===== src/rtl/seq_multiplier.sv =====
// Sequential shift-add multiplier: one multiplier bit per clock, unsigned or
// two's-complement operands, 2*WIDTH-bit product with a one-cycle done pulse.
module seq_multiplier #(
  parameter int unsigned WIDTH  = 8,
  parameter int unsigned STEP_W = 8
) (
  input  logic                 clk,
  input  logic                 rst,
  input  logic                 start,
  input  logic                 signed_mode,
  input  logic [WIDTH-1:0]     a,
  input  logic [WIDTH-1:0]     b,
  output logic                 busy,
  output logic                 done,
  output logic [STEP_W-1:0]    step,
  output logic [2*WIDTH-1:0]   data_out
);

  localparam int unsigned PW = 2 * WIDTH;
  localparam logic [STEP_W-1:0] LAST_STEP = STEP_W'(WIDTH - 1);

  typedef enum logic [1:0] {
    IDLE = 2'd0,
    CALC = 2'd1,
    SIGN = 2'd2
  } state_t;

  state_t           state;
  logic [WIDTH-1:0] mcand;
  logic [WIDTH-1:0] mplier;
  logic [PW-1:0]    acc;
  logic             neg;

  logic [WIDTH-1:0] a_mag;
  logic [WIDTH-1:0] b_mag;
  logic [PW-1:0]    addend;

  // Operand magnitudes; the most negative value maps to 2^(WIDTH-1) read unsigned.
  always_comb begin
    a_mag  = a;
    b_mag  = b;
    if (signed_mode && a[WIDTH-1]) a_mag = ~a + WIDTH'(1);
    if (signed_mode && b[WIDTH-1]) b_mag = ~b + WIDTH'(1);
    addend = PW'(mcand) << step;
  end

  always_ff @(posedge clk or negedge rst) begin
    if (!rst) begin
      state    <= IDLE;
      mcand    <= '0;
      mplier   <= '0;
      acc      <= '0;
      neg      <= 1'b0;
      busy     <= 1'b0;
      done     <= 1'b0;
      step     <= '0;
      data_out <= '0;
    end else begin
      done <= 1'b0;
      case (state)
        IDLE: begin
          if (start) begin
            mcand  <= a_mag;
            mplier <= b_mag;
            neg    <= signed_mode & (a[WIDTH-1] ^ b[WIDTH-1]);
            acc    <= '0;
            step   <= '0;
            busy   <= 1'b1;
            state  <= CALC;
          end
        end
        CALC: begin
          if (mplier[0]) acc <= acc + addend;
          mplier <= mplier >> 1;
          step   <= step + STEP_W'(1);
          if (step == LAST_STEP) state <= SIGN;
        end
        SIGN: begin
          data_out <= neg ? (~acc + PW'(1)) : acc;
          done     <= 1'b1;
          step     <= '0;
          busy     <= 1'b0;
          state    <= IDLE;
        end
        default: state <= IDLE;
      endcase
    end
  end

endmodule

===== config.mk =====
export PLATFORM = sky130hd
export DESIGN_NAME = seq_multiplier
export DESIGN_NICKNAME = d
export VERILOG_FILES = /design/src/rtl/seq_multiplier.sv
export SDC_FILE = /design/constraint.sdc
export NUM_CORES = 1
export LEC_CHECK = 0
export BUFFER_PORTS_ARGS = -buffer_cell sky130_fd_sc_hd__buf_2
export CAP_MARGIN = 20
export CORE_MARGIN = 1.5
export CORE_UTILIZATION = 35
export DETAILED_ROUTE_END_ITERATION = 8
export GPL_TIMING_DRIVEN = 0
export MAX_ROUTING_LAYER = met4
export SLEW_MARGIN = 40
export SYNTH_ARGS = -nofsm -noshare
export SYNTH_HDL_FRONTEND = slang
export SYNTH_SLANG_ARGS = --single-unit

===== constraint.sdc =====
create_clock -name clk -period 5.45 [get_ports clk]
set_input_delay 0 -clock clk [delete_from_list [all_inputs] [get_ports clk]]
set_output_delay 0 -clock clk [all_outputs]
set_load 0.02 [all_outputs]

## Word level (Yosys, flattened, before mapping)

Index checks and enable logic that the tools add are counted.

- Register bits: 61
- Latch bits: 0
- Memory bits (writable): 0
- Bits in read-only memories: 0
- Input port bits: 20
- Output and inout port bits: 26
- Word-level logic and storage cells: 54
- Memories kept: 0

- $add $sub $neg: 5
- $mul: 0
- Divide/modulo/power cells: 0
- Magnitude comparators: 0
- Equality and inequality tests: 6
- Shifts and indexed selects: 1
- Muxes and demuxes: 16
- Bitwise gates (word level): 5
- Reductions and logical operators: 12

Operator list:

| cell | count |
|---|---|
| 16-bit 2-to-1 mux | 3 |
| 8-bit 2-to-1 mux | 4 |
| 16-bit case mux with 2 select lines | 1 |
| 8-bit by 1-bit adder with 8-bit output (second input constant) | 3 |
| 8-bit case mux with 3 select lines | 1 |
| 16-bit by 1-bit adder with 16-bit output (second input constant) | 1 |
| 16-bit adder | 1 |
| 16-bit NOT | 1 |
| 8-bit NOT | 2 |
| 8-bit case mux with 2 select lines | 1 |
| 8-bit by 8-bit << shifter with 16-bit output | 1 |
| 2-bit AND reduction | 5 |
| 8-bit by 3-bit equality test with 1-bit output (second input constant) | 1 |
| 2-bit != test (second input constant) | 3 |
| 2-bit 2-to-1 mux | 2 |
| 2-bit case mux with 2 select lines | 1 |
| 2-bit nonzero test | 2 |
| 3-bit AND reduction | 1 |
| 3-bit nonzero test | 1 |
| 2-bit by 1-bit equality test with 1-bit output (second input constant) | 1 |
| 2-bit equality test (second input constant) | 1 |
| 1-bit logical AND | 2 |
| 2-bit zero test | 1 |
| 1-bit 2-to-1 mux | 2 |
| other kinds (3) | 3 |

## Logic depth before layout (Yosys ltp)

Gate-level depths: netlist (run 1).

- Depth after elaboration: 5
- Depth in mapped cells: 16
- Mapped depth without buffers: 15

## Least setup slack after synthesis (run 1)

Ideal clock, no wire load.

- Path type: register to register
- Start point: register step[6]
- End point: register acc[9]
- Setup time: 0.122 ns
- Data arrival time: 3.266 ns
- Data required time: 5.328 ns
- Setup slack: 2.062 ns
- Stages on the path, launching flop included: 13
- Buffers on the path: 0
- Clock period less this slack: 3.388 ns
- Path through: dfrtp_1 > or3_4 > or4b_4 > mux2i_1 > nor3b_2 > ha_1 > a21oi_1 > nand2_1 > o21ai_1 > a21oi_1 > o21a_1 > or3_1 > a32o_1

- Longest elaborated chain between the ends: 4

Ends and longest elaborated chain:

| element | RTL line | source |
|---|---|---|
| start, declared | 15 | `output logic [STEP_W-1:0] step,` |
| start signal, assigned | 75 | `step <= step + STEP_W'(1);` |
| 8-bit by 8-bit << shifter with 16-bit output | 44 | `addend = PW'(mcand) << step;` |
| 16-bit adder | 73 | `if (mplier[0]) acc <= acc + addend;` |
| 16-bit 2-to-1 mux | 73 |  |
| 16-bit case mux with 2 select lines | 60 | `case (state)` |
| end signal, assigned | 73 |  |
| end, declared | 31 | `logic [PW-1:0] acc;` |

No other way between the ends. The select of a mux whose other input is x is not followed.
A chain may end at the register's enable or synchronous reset.

## Final worst setup path (run 1)

- Start point: register step[6]
- End point: register acc[14]

The elaborated chain is that of the path after synthesis.

==> metrics.md, run 1 <==
| Metric | Value |
|---|---|
| Pleak | `0.00223 µW` |
| Cell area after layout | `0.00494 mm²` |
| Post-synthesis cell count | `474` |
| Vias in the first global route | `3546` |
| FFs w/ async S/R, synth | `100%` |
| Top-area cell type share of the netlist area | `around 37%` |
| CP max stage cell | `or4b_4` |
| Gr usage total | `17.1%` |
| Top cells by count, synth | `nand2_1, dfrtp_1, o21ai_0, nor2_1, nand3_1` |
| DPL Wire Length | `7.50 mm` |
| I/O pin cnt | `between 40 and 50` |
| Clock tree from TritonCTS | `yes` |
| RSZ-0062 raised after global routing | `false` |
| MaxCap Viol Count | `0` |
| Share of cells above drive strength 1 | `14.9%` |
| Synth Net Count | `514` |
| M2 GR Usage | `~29%` |
| Residual DRC | `0` |
| Fin crit period | `3.72 ns` |
| Reg clk slew, reported paths | `roughly 0.050 ns` |
| Net count, final | `580` |
| Power, Total | `2390 µW` |
| Chip width | `111 µm` |
| Average wire per standard cell | `around 14 µm` |
| Drt initial violations | `roughly 160` |
| Max Freq | `roughly 270 MHz` |
| Clock Sinks | `61` |
| Placed Instance Area | `0.00450 mm²` |
| Buf/Inv on CP | `0` |
| #FFs+latches synth | `61` |
| Setup violators final | `0` |
| Crit path largest cell delay | `~0.54 ns` |
| RePlAce Congestion | `0.922` |
| CP arrival | `3.97 ns` |
| Slew Limit Headroom | `54.2%` |
| Max-slew violations | `0` |
| Clock Tree Buf Depth | `2` |
| Critical path fanouts, max | `6` |
| First-pass GRT wire length | `16.8 mm` |
| Final antenna-violating net count | `0` |
| Via count | `3654` |
| Largest net degree at the start of global routing | `62` |
| Final number of hold-violating endpoints | `0` |
| Area grow syn2layout | `20.7%` |
| Top FF cell, synth | `dfrtp_1` |
| Crit path top cell by count | `a21oi_1` |
| Core area | `roughly 0.011 mm²` |
| Yosys cell types | `58` |
| Diodes inserted | `0` |
| Post-Syn Area | `0.00410 mm²` |
| Initial antenna violation count | `0` |
| Final wirelength | `9.94 mm` |
| Pwr/cell area | `483 mW/mm²` |
| Status | `completed` |
| Crit share post-route | `just under 70%` |
| Grt met1 use | `20.5%` |
| Pre-CTS WS | `1.74 ns` |
| Synth area leader | `dfrtp_1` |
| Clk_lat worst skew | `around 0.33 ns` |
| Slew @ Worst Pin | `0.682 ns` |
| Sequential-to-total area share from yosys stat | `37.3%` |
| Synthesized area per cell | `around 8.6 µm²` |
| Worst vdd ir | `approximately 0.00022 V` |
| Fillcell total | `approximately 1200` |
| Count leader, synth | `nand2_1` |
| Drt pass-1 iters | `5` |
| Critical Path End Type | `flip-flop` |
| EDFF count, synth | `0` |
| CTS resizes | `0` |
| FP Rows | `39` |
| Area of the die | `0.0124 mm²` |
| M3 GR Usage | `3.50%` |
| Die H | `111 µm` |
| CP Launch Type | `flip-flop` |
| Setup tns final | `0 ns` |
| GR peak layer | `met2` |
| Grt ovf | `0` |
| Port bufs | `between 40 and 50` |
| CP Data Required Time | `5.69 ns` |
| Num CTS Buffers | `9` |
| Synth Warn # | `0` |
| Top post-synthesis cells by area | `dfrtp_1, o21ai_0, nand2_1, ha_1, xor2_1` |
| Vias/cell | `5.31` |
| Initial Utilization | `35.9%` |
| Crit Path Category | `flip-flop to flip-flop` |
| Root buffer cell | `clkbuf_16` |
| CP delay by family, top | `compound AO/OA/AOI/OAI gates` |
| Worst hold path type | `input pin to flip-flop` |
| Worst setup margin | `1.73 ns` |
| H-tree depth | `3` |
| Clock skew | `0.00481 ns` |
| Crit-path cells | `or3_4 -> or4b_4 -> mux2i_1 -> nor3b_2 -> ha_1 -> a21oi_1 -> o21ai_1 -> a21oi_1 -> o21ai_2 -> a2111oi_2 -> o21ai_0 -> o211ai_1` |
[sequential cells by signal (all words and copies together), names as in the netlist]
| signal | count |
|---|---|
| acc | 16 |
| busy | 1 |
| data_out | 16 |
| done | 1 |
| mcand | 8 |
| mplier | 8 |
| neg | 1 |
| state | 2 |
| step | 8 |
[area by class of cell]
class	count	area [µm²]	share of cell area (%)
Tap cell	143	179	3.62
Sequential cell	61	1530	30.9
Multi-Input combinational cell	376	2420	48.9
Inverter	14	52.6	1.06
Buffer	23	105	2.13
Clock buffer	12	256	5.19
Clock inverter	4	70.1	1.42
Timing Repair Buffer	55	337	6.81
[cell families (layout without fill, tap and decap cells)]
group                    after synthesis  count (layout)  share of synthesized area, %
flip-flops                            61              61                          37.3
multiplexers                          15              15                          4.46
XOR/XNOR                              33              33                          7.06
buffers and inverters                 37             108                          3.85
AND/OR/NAND/NOR                      178             178                          21.3
adder cells (fa/ha/maj)               20              20                          6.29
AO/OA/AOI/OAI                        130             130                          19.7
[placed cells by master, fill, tap and decap left out, types with 9 or more instances in the layout]
master | netlist | layout
nand2_1 | 69 | 69
dfrtp_1 | 61 | 61
o21ai_0 | 56 | 56
buf_2 | 3 | 46
nor2_1 | 32 | 32
nand3_1 | 26 | 26
a21oi_1 | 21 | 21
xor2_1 | 21 | 21
ha_1 | 19 | 19
clkbuf_1 | 16 | 17
inv_1 | 14 | 14
xnor2_1 | 12 | 12
dlygate4sd3_1 | 0 | 11
mux2i_1 | 10 | 10
or3_1 | 10 | 10
o31ai_1 | 9 | 9
clkbuf_16 | 0 | 9
[where the power goes]
part	total [µW]	switching, µW	internal [µW]
clock network	633	209	424
registers	666	119	547
logic	1090	631	458
[stage by stage]
step / hold slack (ns) / std cells / utilization, %
floorplan: -0.296 / 474 / -
global placement: 0.260 / 661 / 39.4
detailed placement: 0.139 / 661 / 39.4
CTS: 0.00380 / 688 / 43.3
global route: 0.0262 / 688 / 43.3
finish: 0.00298 / 688 / 43.3
[worst reg2reg max path, stage by stage, from the launching register on]
cell and delay [ns]:
dfrtp_1 0.44, or3_4 0.43, or4b_4 0.54, mux2i_1 0.19, nor3b_2 0.22, ha_1 0.30, a21oi_1 0.19, o21ai_1 0.10
a21oi_1 0.36, o21ai_2 0.16, a2111oi_2 0.45, o21ai_0 0.15, o211ai_1 0.10
[path summary, 6_finish.rpt]
check | startpoint | depth (start not counted) | end | slack [ns]
max | step[6]$_DFFE_PN0P_ | 12 | acc[14]$_DFFE_PN0P_ | 1.73
min | a[4] | 3 | mcand[4]$_DFFE_PN0P_ | 0.003
max reg2reg | step[6]$_DFFE_PN0P_ | 12 | acc[14]$_DFFE_PN0P_ | 1.73
min reg2reg | data_out[0]$_DFFE_PN0P_ | 2 | data_out[0]$_DFFE_PN0P_ | 0.47
max in group asynchronous | rst | 2 | step[3]$_DFFE_PN0P_ | 4.85
min in group asynchronous | rst | 2 | data_out[14]$_DFFE_PN0P_ | 0.21
[what timing repair did]
action                                  in CTS  in global routing
hold endpoints to repair                    69                  0
buffers inserted                             0                  0
endpoints found under the setup margin       0                  0
hold buffers                                11                  0
[per-layer routing]
metal  up-vias  share of wire (%)
li1       1838                  -
met1      1720                 45
met2        79                 49
met3        17                3.7
met4         0                1.7
met5         -                  0
Power figures use the tool's default switching activity.
==> inputs of run 2 (changes only) <==
- ABC_AREA: default -> 1
- clock period: 5.45 -> 3.8 ns (I/O delays scaled with it)
==> metrics.md, run 2 <==
| Metric | Value |
|---|---|
| Status | `finished with violations` |
| Failing checks | `DRC` |
| Share of cells above drive strength 1 | `15.7%` |
| Area of the die | `0.0126 mm²` |
| FP Rows | `39` |
| Diodes inserted | `0` |
| Most frequent cells in the layout | `nand2_1, dfrtp_1, buf_2` |
| Grt ovf | `0` |
| Final antenna-violating net count | `0` |
| Critical path fanouts, max | `9` |
| Num CTS Buffers | `9` |
| Clk_lat worst skew | `between 0.3 and 0.4 ns` |
| H-tree depth | `3` |
| Clock Tree Buf Depth | `2` |
| CP Data Required Time | `4.00 ns` |
| Placed Instance Area | `0.00457 mm²` |
| Reg clk slew, reported paths | `0.06 ns` |
| RSZ-0062 raised after global routing | `false` |
| Setup violators final | `0` |
| Max Freq | `327 MHz` |
| CP Launch Type | `flip-flop` |
| Synth Net Count | `~600` |
| Cell area after layout | `0.00497 mm²` |
| Initial Utilization | `36.2%` |
| Chip width | `112 µm` |
| CP max stage cell | `dfrtp_1` |
| Core area | `roughly 0.012 mm²` |
| Pleak | `0.00244 µW` |
| Area grow syn2layout | `19.4%` |
| Largest net degree at the start of global routing | `62` |
| Port bufs | `45` |
| Synthesized area per cell | `7.49 µm²` |
| Top FF cell, synth | `dfrtp_1` |
| Clock tree from TritonCTS | `yes` |
| Root buffer cell | `clkbuf_16` |
| Count leader, synth | `nand2_1` |
| Die H | `between 100 and 150 µm` |
| Reg2Reg Setup Slack | `0.75 ns` |
| Clock skew | `about 0.0098 ns` |
| Clock Sinks | `61` |
| Post-Syn Area | `0.00417 mm²` |
| I/O pin cnt | `46` |
| Worst vdd ir | `between 0.0003 and 0.0004 V` |
| Pwr/cell area | `922 mW/mm²` |
| Crit path launch | `step[6]$_DFFE_PN0P_` |
| Yosys cell types | `46` |
| #FFs+latches synth | `61` |
| Gr usage total | `19.0%` |
| Drt initial violations | `204` |
| Final wirelength | `11.2 mm` |
| Top cells by count, synth | `nand2_1, dfrtp_1, inv_1, nor2_1, o21ai_0` |
| Final number of hold-violating endpoints | `0` |
| Fin cells | `between 700 and 800` |
| DPL Wire Length | `8.67 mm` |
| Setup tns final | `0 ns` |
| Vias in the first global route | `roughly 4000` |
| Post-synthesis cell count | `between 500 and 600` |
| Hold_sp | `a[6]` |
| MaxCap Viol Count | `0` |
| Crit-path cells | `nor2_4 -> nand2_2 -> inv_4 -> nand3_1 -> nand2_1 -> nand2_1 -> o21ai_1 -> nand2_1 -> nor2_1 -> ha_1 -> nand2_1 -> nand3_1 -> o21ai_0 -> inv_1 -> nand3_1 -> nand3_1 -> o21ai_1 -> o21ai_0` |
| Max-slew violations | `0` |
| Net count, final | `661` |
| Synth area leader | `dfrtp_1` |
| RePlAce Congestion | `0.855` |
| Drt pass-1 iters | `7` |
| Vias/cell | `5.24` |
| Slew @ Worst Pin | `0.565 ns` |
| Dpl cells | `between 700 and 800` |
| Post-CTS setup buffers | `0` |
| Slew Limit Headroom | `62.3%` |
| Sequential-to-total area share from yosys stat | `36.6%` |
| Fin crit period | `3.05 ns` |
| Crit Path Category | `flip-flop to flip-flop` |
| CP arrival | `3.25 ns` |
| Crit path largest cell delay | `0.46 ns` |
| Top-area cell type share of the netlist area | `36.6%` |
| EDFF count, synth | `0` |
| Worst hold path type | `input pin to flip-flop` |
| Top post-synthesis cells by area | `dfrtp_1, nand2_1, o21ai_0, ha_1, nand3_1` |
| Synth Warn # | `0` |
| Critical Path End Type | `flip-flop` |
| Average wire per standard cell | `14.5 µm` |
| First-pass GRT wire length | `approximately 19 mm` |
| Fin util | `between 40% and 50%` |
| Commonest non-fill, non-tap cell in the layout | `nand2_1` |
| Largest registers | `acc (16), data_out (16)` |
| R2R Path Start | `step[6]$_DFFE_PN0P_` |
| Initial antenna violation count | `0` |
| Crit share post-route | `80.4%` |
| Residual DRC | `6` |
| FFs w/ async S/R, synth | `100%` |
| Via count | `4026` |
[run 2: cell types whose count changed after synthesis, sizes merged, moves of 6 or more]
cell    before  now
a21oi       21   32
mux2i       10    0
xnor2       12    2
o21ai       60   69
nand3       26   44
clkbuf      16    5
o22ai        0    6
or3         11    0
nand2       69  119
nand4        3   13
nor2        32   55
inv         14   57
[run 2: final timing paths]
| check | depth (start not counted) | end |
|---|---|---|
| worst max-delay path | 18 | acc[12]$_DFFE_PN0P_ |
| worst min-delay path | 4 | mcand[7]$_DFFE_PN0P_ |
| worst max register to register | 18 | acc[12]$_DFFE_PN0P_ |
| worst min register to register | 2 | busy$_DFFE_PN0P_ |
| max in group asynchronous | 2 | mcand[6]$_DFFE_PN0P_ |
| min in group asynchronous | 2 | data_out[4]$_DFFE_PN0P_ |
[run 2: timing repair]
action	CTS	global route
resized for setup	0	0
hold endpoints to repair	69	0
hold buffers	9	0
[run 2: final cells by class]
type | instances | area (µm²)
Clock buffer | 10 | 239
Tap cell | 143 | 179
Buffer | 16 | 81.3
Inverter | 57 | 216
Clock inverter | 6 | 70.1
Sequential cell | 61 | 1530
Timing Repair Buffer | 54 | 322
Fill cell | 1197 | 6540
Multi-Input combinational cell | 422 | 2340
[run 2: stage by stage]
step	worst slack (ns)	hold slack, ns	power, µW
after floorplan	1.26	-0.296	3020
after global placement	0.841	0.286	3680
after detailed placement	0.828	0.136	3720
after CTS	0.789	0.00270	4600
after global routing	0.411	0.0188	4990
final	0.746	0.00100	4590
[run 2: power by group]
group / switching, µW / total, µW / internal [µW]
logic: 1730 / 2630 / 906
registers: 214 / 1100 / 886
clock network: 321 / 851 / 530
[run 2: routing by layer]
layer / part of all wire, % / GRT usage [%]
met5: 0 / -
met4: 2.2 / 6.41
met3: 3.8 / 3.24
met2: 49 / 32.4
met1: 45 / 23.0
[run 2: critical path, delay by kind of cell, from the launching register on]
kind	cells	cell delay, ns
buf+inv	2	0.27
simple gates	11	1.24
fa+ha+maj	1	0.30
compound gates	4	0.63
flops	1	0.46
[run 2: logic make-up (layout without fill, tap and decap cells)]
group	after synthesis	in the layout	synth area share, %
simple gates	242	242	26.4
compound gates	138	138	19.0
xor+xnor	22	22	4.63
buf+inv	73	143	7.15
flops	61	61	36.6
fa+ha+maj	20	20	6.19
==> inputs of run 3 (changes only) <==
- clock period: 3.8 -> 2.7 ns (I/O delays scaled with it)
==> metrics.md, run 3 (synthesis results as in run 2) <==
| Metric | Value |
|---|---|
| Vias/cell | `5.31` |
| Clk_lat worst skew | `0.33 ns` |
| CP arrival | `3.00 ns` |
| Commonest non-fill, non-tap cell in the layout | `nand2_1` |
| Crit path launch | `step[6]$_DFFE_PN0P_` |
| CP Data Required Time | `2.91 ns` |
| Dpl cells | `744` |
| Clock Tree Buf Depth | `2` |
| DPL Wire Length | `8.67 mm` |
| Root buffer cell | `clkbuf_16` |
| RR Endpoint | `acc[15]$_DFFE_PN0P_` |
| I/O pin cnt | `46` |
| Pre-CTS WS | `-0.272 ns` |
| Die H | `112 µm` |
| Fin cells | `793` |
| Clock skew | `0.0101 ns` |
| FP Rows | `39` |
| Crit share post-route | `103%` |
| Drt initial violations | `190` |
| CP max stage cell | `dfrtp_2` |
| Core area | `0.0115 mm²` |
| Most frequent cells in the layout | `nand2_1, dfrtp_1, buf_2` |
| Pleak | `approximately 0.0026 µW` |
| Diodes inserted | `0` |
| H-tree depth | `3` |
| MaxCap Viol Count | `0` |
| Crit path top cell by count | `nand2_1` |
| Critical Path Sink | `acc[15]$_DFFE_PN0P_` |
| Worst hold path type | `input pin to flip-flop` |
| Fin crit period | `2.78 ns` |
| Net count, final | `685` |
| WP depth | `19` |
| Setup violators final | `6` |
| Initial Utilization | `36.2%` |
| Worst setup margin | `-0.0824 ns` |
| Residual DRC | `6` |
| Buf/Inv on CP | `2` |
| Pwr/cell area | `~1400 mW/mm²` |
| Area of the die | `0.0126 mm²` |
| Gr usage total | `between 10% and 20%` |
| Critical Path End Type | `flip-flop` |
| Clock Sinks | `61` |
| Status | `finished with violations` |
| Final number of hold-violating endpoints | `1` |
| RePlAce Congestion | `about 0.86` |
| Reg clk slew, reported paths | `~0.060 ns` |
| Crit path largest cell delay | `0.43 ns` |
| Slew Limit Headroom | `approximately 62%` |
| Final antenna-violating net count | `0` |
| Final wirelength | `12.1 mm` |
| Hold slack | `-0.00183 ns` |
| Crit-path cells | `nor2_4 -> nand2_2 -> clkinv_4 -> nand3_4 -> nor2_4 -> nand2_2 -> a21oi_2 -> nand2_1 -> a31oi_2 -> ha_4 -> nand2_1 -> nor2_1 -> and2_1 -> nand2_1 -> nand4_1 -> inv_1 -> nand3_1 -> nand3_1 -> nand2_1` |
| First-pass GRT wire length | `about 19 mm` |
| Critical path fanouts, max | `8` |
| Worst vdd ir | `roughly 0.00052 V` |
| Hold_sp | `a[6]` |
| Vias in the first global route | `approximately 4200` |
| Crit Path Category | `flip-flop to flip-flop` |
| Reg2Reg Setup Slack | `-0.08 ns` |
| Grt ovf | `0` |
| CP delay by family, top | `simple AND/OR/NAND/NOR gates` |
| RSZ-0062 raised after global routing | `true` |
| Max-slew violations | `0` |
| Share of cells above drive strength 1 | `28.5%` |
| CP Launch Type | `flip-flop` |
| Average wire per standard cell | `between 15 and 20 µm` |
| Failing checks | `DRC, hold timing, setup timing` |
| R2R Path Start | `step[6]$_DFFE_PN0P_` |
| Max Freq | `359 MHz` |
| Drt pass-1 iters | `7` |
| Chip width | `about 110 µm` |
| Clock tree from TritonCTS | `yes` |
| Largest net degree at the start of global routing | `62` |
| Largest registers | `acc (16), data_out (16)` |
| Num CTS Buffers | `9` |
| Reg2Reg Depth | `19` |
| Via count | `4208` |
| Initial antenna violation count | `0` |
| Slew @ Worst Pin | `0.566 ns` |
| Port bufs | `45` |
| Area grow syn2layout | `32.2%` |
-- run 3: changes by cell type in the layout (fill, tap and decap cells not counted), sizes merged --
cell / change
buf: +23
clkbuf: +1
clkinv: +1
inv: -1
-- run 3: area by class of cell --
| class | instances | area [µm²] |
|---|---|---|
| well taps | 143 | 179 |
| clock inverters | 6 | 70.1 |
| flip-flops and latches | 61 | 1530 |
| fillers | 1143 | 6010 |
| repair buffers | 78 | 509 |
| multi-input cells | 422 | 2680 |
| clock buffers | 10 | 239 |
| plain buffers | 16 | 83.8 |
| inverters | 57 | 221 |
-- run 3: timing repair --
action                                  CTS  global route
gates resized for setup                  24            63
endpoints found under the setup margin   11            12
cloned                                    0             0
hold endpoints to repair                 69             0
setup buffers                            15             9
pin swaps                                20            21
hold buffers                              9             0
-- run 3: layer usage --
layer	vias to the layer above	share of wire (%)	global-route usage (%)	wire, µm
met2	120	50	33.7	6090
met3	23	3.9	4.05	475
li1	2071	-	-	-
met1	1994	43	23.3	5250
met4	0	2.3	6.75	276
met5	-	0	-	0
-- run 3: how the worst min path moves through the flow --
stage	to	slack, ns	depth (start not counted)
5_1_grt	mplier[7]$_DFFE_PN0P_	0.02	3
4_1_cts	mplier[0]$_DFFE_PN0P_	0.003	3
3_3_place_gp	mplier[7]$_DFFE_PN0P_	0.29	2
3_5_place_dp	data_out[6]$_DFFE_PN0P_	0.14	1
6_report	mcand[7]$_DFFE_PN0P_	-0.002	4
2_1_floorplan	acc[0]$_DFFE_PN0P_	-0.30	0
-- run 3: report_power, final --
group	switching (µW)	internal, µW
sequential	326	1250
combinational	2960	1900
clock	451	746
-- run 3: per-stage QoR --
step	total power, µW	util, %	setup TNS [ns]	instance area (µm²)	hold slack (ns)
CTS	6860	44.8	-0.112	5160	0.00271
floorplan	4260	-	0	4170	-0.296
global placement	5180	39.7	-1.43	4570	0.286
finish	7630	47.8	-0.183	5510	-0.00183
global route	8220	47.8	-1.70	5510	0.0158
detailed placement	5230	39.7	-1.67	4570	0.136
-- run 3: worst reg2reg max path: cells and delay by family, from the launching register on --
kind | cells | cell delay, ns
flip-flops | 1 | 0.43
adder cells (fa/ha/maj) | 1 | 0.26
AND/OR/NAND/NOR | 14 | 1.43
AO/OA/AOI/OAI | 2 | 0.38
buffers and inverters | 2 | 0.18
